$ cat src/rtl/jk_count_ctrl_if.sv
`default_nettype none
// ============================================================================
// Module   : jk_count_ctrl_if
// Purpose  : Command channel for jk_count_ctrl. Carries one valid/ready
//            handshake plus the command payload (direction, start, limit).
// Ports    : (interface signals)
//            cmd_valid  master->slave  command present
//            cmd_ready  slave->master  command accepted when valid & ready
//            cmd_up     master->slave  1 = count up, 0 = count down
//            cmd_start  master->slave  value loaded before counting
//            cmd_limit  master->slave  terminal value
// Revision : 1.0  initial release
// ============================================================================
interface jk_count_ctrl_if #(
    parameter int WIDTH = 4
);
    logic             cmd_valid;
    logic             cmd_ready;
    logic             cmd_up;
    logic [WIDTH-1:0] cmd_start;
    logic [WIDTH-1:0] cmd_limit;

    // Command issuer.
    modport master (
        output cmd_valid,
        output cmd_up,
        output cmd_start,
        output cmd_limit,
        input  cmd_ready
    );

    // Counter sequencer.
    modport slave (
        input  cmd_valid,
        input  cmd_up,
        input  cmd_start,
        input  cmd_limit,
        output cmd_ready
    );
endinterface : jk_count_ctrl_if
`default_nettype wire

$ cat src/rtl/jk_count_ctrl.sv
`default_nettype none
// ============================================================================
// Module   : jk_count_ctrl
// Purpose  : Sequencer for a bank of WIDTH jk flip-flops wired as a counter.
//            Accepts a command (load start, count up/down to limit, pulse
//            done) and drives every per-bit j/k pair from the fed-back q.
//            Also clears the bank during reset, since the flops have none.
// Config   : JKC_PAUSE_EN - when defined, adds input pause_i which stalls
//            the bank while counting (RUN). Undefined: no pause port.
// Ports    : clk        rising-edge clock shared with the jk bank
//            rst        synchronous reset, active-high
//            cmd_if     command channel (slave modport)
//            abort_i    abandon the current command (LOAD/RUN only)
//            pause_i    hold the bank in RUN (JKC_PAUSE_EN only)
//            q_i        current flop outputs, bit i from flop i
//            j_o, k_o   per-bit j/k inputs to the flop bank
//            busy_o     high in LOAD and RUN
//            done_o     one-cycle pulse after the limit is reached
// Revision : 1.0  initial release
// ============================================================================
module jk_count_ctrl #(
    parameter int WIDTH = 4
) (
    input  wire logic             clk,
    input  wire logic             rst,
    jk_count_ctrl_if.slave        cmd_if,
    input  wire logic             abort_i,
`ifdef JKC_PAUSE_EN
    input  wire logic             pause_i,
`endif
    input  wire logic [WIDTH-1:0] q_i,
    output logic      [WIDTH-1:0] j_o,
    output logic      [WIDTH-1:0] k_o,
    output logic                  busy_o,
    output logic                  done_o
);

    typedef enum logic [1:0] {
        S_IDLE = 2'd0,
        S_LOAD = 2'd1,
        S_RUN  = 2'd2,
        S_DONE = 2'd3
    } state_t;

    state_t           state_q, state_d;
    logic             up_q;
    logic [WIDTH-1:0] start_q;
    logic [WIDTH-1:0] limit_q;

    logic             w_ready;
    logic             w_accept;
    logic             w_pause;
    logic [WIDTH-1:0] w_tgl_up;
    logic [WIDTH-1:0] w_tgl_dn;

`ifdef JKC_PAUSE_EN
    assign w_pause = pause_i;
`else
    assign w_pause = 1'b0;
`endif

    // Toggle masks for a synchronous counter built from jk flops: bit i
    // flips when every lower bit is 1 (up) or every lower bit is 0 (down).
    assign w_tgl_up[0] = 1'b1;
    assign w_tgl_dn[0] = 1'b1;

    generate
        for (genvar gi = 1; gi < WIDTH; gi++) begin : g_tgl
            assign w_tgl_up[gi] = &q_i[gi-1:0];
            assign w_tgl_dn[gi] = &(~q_i[gi-1:0]);
        end
    endgenerate

    assign cmd_if.cmd_ready = w_ready;
    assign w_accept         = w_ready & cmd_if.cmd_valid;

    // ------------------------------------------------------------------
    // State and command registers
    // ------------------------------------------------------------------
    always_ff @(posedge clk) begin
        if (rst) begin
            state_q <= S_IDLE;
            up_q    <= 1'b0;
            start_q <= '0;
            limit_q <= '0;
        end else begin
            state_q <= state_d;
            if (w_accept) begin
                up_q    <= cmd_if.cmd_up;
                start_q <= cmd_if.cmd_start;
                limit_q <= cmd_if.cmd_limit;
            end
        end
    end

    // ------------------------------------------------------------------
    // Next state and outputs. j=k=0 is "hold" for a jk flop, so that is
    // the default drive everywhere except reset, LOAD and active counting.
    // ------------------------------------------------------------------
    always_comb begin
        state_d = state_q;
        j_o     = '0;
        k_o     = '0;
        w_ready = 1'b0;
        busy_o  = 1'b0;
        done_o  = 1'b0;

        if (rst) begin
            // j=0, k=1 clears every flop at the reset edge.
            k_o     = '1;
            state_d = S_IDLE;
        end else begin
            case (state_q)
                S_IDLE: begin
                    // abort is meaningless here; a command is taken regardless.
                    w_ready = 1'b1;
                    if (cmd_if.cmd_valid) begin
                        state_d = S_LOAD;
                    end
                end

                S_LOAD: begin
                    busy_o = 1'b1;
                    if (abort_i) begin
                        state_d = S_IDLE;
                    end else begin
                        // j=1,k=0 sets; j=0,k=1 clears: forces q to start.
                        j_o     = start_q;
                        k_o     = ~start_q;
                        state_d = S_RUN;
                    end
                end

                S_RUN: begin
                    busy_o = 1'b1;
                    if (abort_i) begin
                        state_d = S_IDLE;
                    end else if (w_pause) begin
                        state_d = S_RUN;
                    end else if (q_i == limit_q) begin
                        state_d = S_DONE;
                    end else begin
                        j_o = up_q ? w_tgl_up : w_tgl_dn;
                        k_o = up_q ? w_tgl_up : w_tgl_dn;
                    end
                end

                S_DONE: begin
                    done_o  = 1'b1;
                    state_d = S_IDLE;
                end

                default: begin
                    state_d = S_IDLE;
                end
            endcase
        end
    end

endmodule : jk_count_ctrl
`default_nettype wire

$ cat src/flat_wrapper.sv
// flat-port wrapper written by rule: the top's interface ports become plain ports
module jk_count_ctrl_flat 
#(
    parameter int WIDTH = 4
)
  (clk, rst, abort_i, q_i, j_o, k_o, busy_o, done_o, cmd_if_cmd_valid, cmd_if_cmd_up, cmd_if_cmd_start, cmd_if_cmd_limit, cmd_if_cmd_ready);
  jk_count_ctrl_if #(.WIDTH(WIDTH)) cmd_if_i ();
  input  wire logic clk;
  input  wire logic rst;
  input  wire logic abort_i;
  input  wire logic [WIDTH-1:0] q_i;
  output logic      [WIDTH-1:0] j_o;
  output logic      [WIDTH-1:0] k_o;
  output logic busy_o;
  output logic done_o;
  input wire logic [$bits(cmd_if_i.cmd_valid)-1:0] cmd_if_cmd_valid;
  input wire logic [$bits(cmd_if_i.cmd_up)-1:0] cmd_if_cmd_up;
  input wire logic [$bits(cmd_if_i.cmd_start)-1:0] cmd_if_cmd_start;
  input wire logic [$bits(cmd_if_i.cmd_limit)-1:0] cmd_if_cmd_limit;
  output wire logic [$bits(cmd_if_i.cmd_ready)-1:0] cmd_if_cmd_ready;
  assign cmd_if_i.cmd_valid = cmd_if_cmd_valid;
  assign cmd_if_i.cmd_up = cmd_if_cmd_up;
  assign cmd_if_i.cmd_start = cmd_if_cmd_start;
  assign cmd_if_i.cmd_limit = cmd_if_cmd_limit;
  assign cmd_if_cmd_ready = cmd_if_i.cmd_ready;
  jk_count_ctrl #(.WIDTH(WIDTH)) u_core (.clk(clk), .rst(rst), .cmd_if(cmd_if_i), .abort_i(abort_i), .q_i(q_i), .j_o(j_o), .k_o(k_o), .busy_o(busy_o), .done_o(done_o));
endmodule
$ cat config.mk
export PLATFORM = sky130hd
export DESIGN_NAME = jk_count_ctrl_flat
export DESIGN_NICKNAME = d
export VERILOG_FILES = /design/src/rtl/jk_count_ctrl_if.sv /design/src/rtl/jk_count_ctrl.sv /design/src/flat_wrapper.sv
export SDC_FILE = /design/constraint.sdc
export NUM_CORES = 1
export LEC_CHECK = 0
export ABC_CLOCK_PERIOD_IN_PS = 1930
export BUFFER_PORTS_ARGS = -buffer_cell sky130_fd_sc_hd__clkbuf_2
export CORE_UTILIZATION = 47
export DETAILED_ROUTE_END_ITERATION = 16
export PLACE_DENSITY = 0.77
export SLEW_MARGIN = 40
export SYNTH_ARGS = -nofsm -noshare
export SYNTH_HDL_FRONTEND = slang
export SYNTH_SLANG_ARGS = --single-unit
$ cat constraint.sdc
create_clock -name clk -period 1.93 [get_ports clk]
set_input_delay 0 -clock clk [delete_from_list [all_inputs] [get_ports clk]]
set_output_delay 0 -clock clk [all_outputs]
set_load 0.005 [all_outputs]
# --- Word level (Yosys, flattened, before mapping) ---
# Index checks and enable logic that the tools add are counted.
classes:
  eq_ne: 6
  mux: 20
  n_bitwise: 5
  reduce_logical: 7
ops:
  columns: ["cell", "count"]
  rows:
  - ["$mux W4", 7]
  - ["$pmux W4 S2", 2]
  - ["$mux W2", 4]
  - ["$pmux W2 S4", 1]
  - ["$mux W1", 6]
  - ["$reduce_and A2 Y1", 3]
  - ["$reduce_and A3 Y1", 2]
  - ["$eq A2 B2 Y1 const B", 2]
  - ["$eq A4 B4 Y1", 1]
  - ["$not A4 Y4", 1]
  - ["$ne A3 B2 Y1 const B", 1]
  - ["$not A3 Y3", 1]
  - ["$eq A2 B1 Y1 const B", 1]
  - ["$logic_not A2 Y1", 1]
  - ["$ne A2 B2 Y1 const B", 1]
  - ["$not A2 Y2", 1]
  - ["$reduce_or A2 Y1", 1]
  - ["$and A1 B1 Y1", 1]
  - ["$not A1 Y1", 1]
totals:
  ff_bits: 11
  input_bits: 17
  out_inout_bits: 11
  word_cells: 42

# --- Logic depth before layout (Yosys ltp) ---
logic_depth:
  ltp_word: 7
  ltp_mapped: 8
  ltp_nobuf: 6

# --- Worst setup path before layout ---
# OpenSTA, ideal clock, no wires.
synth_timing:
  kind: "flip-flop to flip-flop"
  startpoint: "reg u_core.state_q[0]"
  endpoint: "reg u_core.state_q[1]"
  arrival_time_ps: 1457
  setup_slack_ps: 403
  stages_incl_launch_ff: 7
  path_buffers: 0
  period_less_slack_ps: 1527
  path_cell_list: "dfxtp_1 inv_1 ha_1 nand2b_1 a41oi_4 or4_1 a21oi_1"
synth_via:
  elab_chain_len: 3
  word_cells_on_any_way: 8
  cone_classes: "5 x eq/ne; 1 x mux; 2 x reduce/logical"
synth_lines:
  columns: ["element", "line", "source"]
  rows:
  - ["from (decl)", "jk_count_ctrl.sv:45", "state_t state_q, state_d;"]
  - ["from (signal assigned)", "jk_count_ctrl.sv:87", "state_q <= state_d;"]
  - ["$eq A2 B2 Y1 / $logic_not A2 Y1 (equally long branches)", "jk_count_ctrl.sv:113", "case (state_q)"]
  - ["$ne A3 B2 Y1 (no line) / $ne A2 B2 Y1 (equally long branches)", null, null]
  - ["$reduce_and A2 Y1 (no line)", null, null]
# Several ways; a longest one is shown, not always the timed one.
# A chain may end at the register's enable or synchronous reset.

# --- Worst setup path after layout ---
layout_timing:
  startpoint: "reg u_core.state_q[0]"
  endpoint: "out j_o[1]"
layout_via:
  elab_chain_len: 3
  word_cells_on_any_way: 4
  cone_classes: "2 x eq/ne; 2 x mux"
layout_lines:
  columns: ["element", "line", "source"]
  rows:
  - ["$eq A2 B2 Y1 / $eq A2 B1 Y1 (equally long branches)", "jk_count_ctrl.sv:113", null]
  - ["$pmux W4 S2 (*)", "jk_count_ctrl.sv:113", null]
  - ["$mux W4 (*)", "jk_count_ctrl.sv:108", "if (rst) begin"]
  - ["to (decl)", "flat_wrapper.sv:12", "output logic [WIDTH-1:0] j_o;"]
# Every way passes the cells marked *; elsewhere a longest branch is shown, timed or not.

==> impl_metrics.env <==
export IMPL_cap_viol_max_count=0
export IMPL_via_count=774
export IMPL_drc_errors=0
export IMPL_cts_sink_count=11
export IMPL_synth_adder_area_share_pct=8.210
export IMPL_whs_ns=0.02445
export IMPL_nets=151
export IMPL_place_inst=130
export IMPL_port_buffers=27
export IMPL_clock_tree_from_tritoncts="done"
export IMPL_max_slew_worst_pin_slew_ns=0.5153
export IMPL_grt_first_pass_wirelength_um=3118
export IMPL_globalRouteTotalUtil_pct=23.03
export IMPL_run_status="completed"
export IMPL_clock_tree_root_cell="sky130_fd_sc_hd__clkbuf_4"
export IMPL_clock_skew_final_ns=0.004085
export IMPL_synth_distinct_cells=30
export IMPL_crit_arrival_ns=1.84
export IMPL_worst_skew_pair_latency_ns=0.28
export IMPL_max_slew_margin_pct=65.65
export IMPL_post_dp_hpwl_um=1217
export IMPL_insertedDiodeCount=0
export IMPL_post_route_cells_drive_above_1_share_pct=32.81
export IMPL_combinational_family_with_the_most_area_after_synthesis="compound AO/OA/AOI/OAI gates"
export IMPL_vdd_ir_drop_max_mv=0.4665
export IMPL_synth_seq_cells=11
export IMPL_critical_path_maximum_fanout=6
export IMPL_yosys_area_top_type="sky130_fd_sc_hd__dfxtp_1"
export IMPL_synthXorXnorAreaFrac_pct=11.17
export IMPL_muxShareOfSynthArea_pct=0
export IMPL_placementRows=14
export IMPL_first_pass_iters=4
export IMPL_totalNegativeSetupSlack_ns=0
export IMPL_area_of_the_core_region_mm2=0.001506
export IMPL_die_y_um=42.27
export IMPL_final_min_period_over_clock_period_pct=95.26
export IMPL_detailedRoute_firstIterationViolations=13
export IMPL_postSynthNetCount=112
export IMPL_grt_pass1_vias=766
export IMPL_final_cell_count_no_fill=144
export IMPL_totalPowerFinal_mw=0.5909
export IMPL_gpl_final_weighted_congestion=0.7912
export IMPL_htree_num_levels=1
export IMPL_synth_top_cells_by_area="sky130_fd_sc_hd__dfxtp_1 29%, sky130_fd_sc_hd__nand2_1 10%, sky130_fd_sc_hd__ha_1 8.2%"
export IMPL_post_synth_inst_count=90
export IMPL_power_density_mw_per_mm2=570.3
export IMPL_ys_seq_area_share_pct=28.90
export IMPL_end_kind="output port"
export IMPL_synth_top_area_share_pct=28.90
export IMPL_tritoncts_num_buffers=3
export IMPL_crit_type="reg -> out"
export IMPL_report_final_hold_viol_count=0
export IMPL_initial_utilization_pct=50.58
export IMPL_floorplan_die_area_mm2=0.001786
export IMPL_die_w_um=42.27
export IMPL_drt_wirelength_per_cell_um=12.22
export IMPL_required_ns=1.93
export IMPL_ports_placed_on_the_boundary=28
export IMPL_grt_antenna_before_repair=0
export IMPL_worst_setup_path_start_kind="flip-flop"
export IMPL_grt_max_degree=19
export IMPL_synth_area_per_cell_um2=8.466
export IMPL_route_antenna_remaining_nets=0
export IMPL_max_clock_path_buffers=2
export IMPL_detail_route_vias_per_cell=5.375
export IMPL_clk_pin_slew_worst_paths_ns=0.07
export IMPL_drv_slew=0
export IMPL_power_leakage_nw=0.4518
export IMPL_hp_class="in -> reg"
export IMPL_synth_area_in_simple_gates_pct=23.48
export IMPL_timing_final_crit_period_ns=1.839
export IMPL_final_core_util_pct=68.77
export IMPL_setup_violations_final=0
export IMPL_routed_wirelength_um=1760
export IMPL_synth_compound_area_share_pct=25.12
export IMPL_area_growth_synth_to_final_pct=35.96
export IMPL_overflow=0
export IMPL_fmaxAchievable_ghz=0.5439
export IMPL_syn_area_um2=762.0
export IMPL_synth_warnings=0
[synthesized netlist by cell type, drive strengths merged]
cell type  count
nand2         21
dfxtp         11
o21ai         11
nor2b          7
ha             5
xnor2          4
and2           3
inv            3
nor2           3
a21oi          2
a311o          2
a32o           2
clkbuf         2
a211oi         1
a22o           1
a41oi          1
buf            1
nand2b         1
nand3          1
o211ai         1
o21a           1
o21bai         1
o221ai         1
o31ai          1
or2            1
or4            1
xor2           1
[cell families (layout without fill, tap and decap cells)]
logic type / Yosys count / in the layout
and+or+nand+nor: 38 / 38
AOI/OAI and AO/OA: 25 / 25
DFF: 11 / 11
buffers and inverters: 6 / 44
adders and majority gates: 5 / 5
xor gates and xnor gates: 5 / 5
[routing by layer]
metal  track usage (%)  share of wire (%)  up-vias
met2             39.08                 48       30
met5                 0                  0        -
li1                  -                  -      391
met1             26.83                 45      349
met4             13.13                1.3        0
met3             4.310                5.5        4
[cell type report]
class / instances / area (µm²)
clock buffers: 4 / 26.28
fillers: 112 / 470.5
inverters: 3 / 11.26
multi-input cells: 73 / 525.5
flip-flops and latches: 11 / 220.2
well taps: 16 / 20.02
repair buffers: 37 / 232.7
[flip-flops by register name, indices dropped and copies added (netlist names)]
name            flops
u_core.limit_q      4
u_core.start_q      4
u_core.state_q      2
u_core.up_q         1
[layout by cell type (no fill, tap or decap), drive strengths merged]
cell / netlist / layout
xnor2: 4 / 4
clkbuf: 2 / 31
nor2b: 7 / 7
nor2: 3 / 3
buf: 1 / 1
inv: 3 / 3
o21bai: 1 / 1
nand2: 21 / 21
a211oi: 1 / 1
a22o: 1 / 1
o221ai: 1 / 1
dlygate4sd3: 0 / 9
and2: 3 / 3
or4: 1 / 1
o21ai: 11 / 11
nand3: 1 / 1
or2: 1 / 1
o21a: 1 / 1
a21oi: 2 / 2
o211ai: 1 / 1
o31ai: 1 / 1
nand2b: 1 / 1
a32o: 2 / 2
a311o: 2 / 2
xor2: 1 / 1
ha: 5 / 5
a41oi: 1 / 1
dfxtp: 11 / 11
[worst paths after layout]
kind | from | slack [ns] | cells past startpoint | to
max reg2reg | u_core.state_q[0] | 0.13 | 7 | u_core.state_q[1]
max | u_core.state_q[0] | 0.09 | 6 | j_o[1]
min reg2reg | u_core.start_q[2] | 0.49 | 2 | u_core.start_q[2]
min | rst | 0.02 | 2 | u_core.state_q[1]
[stage by stage]
stage                     cell area, µm²  worst slack (ns)
after floorplan                    762.0            0.4035
after global placement             904.6            0.3221
after detailed placement           904.6            0.3039
after CTS                           1023           0.05418
after global routing                1036          -0.02402
final                               1036           0.09142
[power by group]
part	internal [mW]	switching, mW
sequential	0.246	0.0195
combinational	0.0841	0.0777
clock	0.0803	0.0829
[what timing repair did]
item / 4_1_cts / 5_1_grt
setup endpoints to repair: 2 / 4
resized for setup: 1 / 1
hold buffers: 9 / 0
buffers inserted: 0 / 1
pin swaps: 0 / 0
hold endpoints to repair: 9 / 0
[worst max-delay path, cell delays in order (launching register included)]
cell	delay (ns)
sky130_fd_sc_hd__dfxtp_1	0.36
sky130_fd_sc_hd__inv_1	0.10
sky130_fd_sc_hd__ha_1	0.36
sky130_fd_sc_hd__nor2b_4	0.17
sky130_fd_sc_hd__and2_1	0.20
sky130_fd_sc_hd__a22o_2	0.26
sky130_fd_sc_hd__clkbuf_2	0.11
Note: power is estimated with default switching activity, not from simulation.
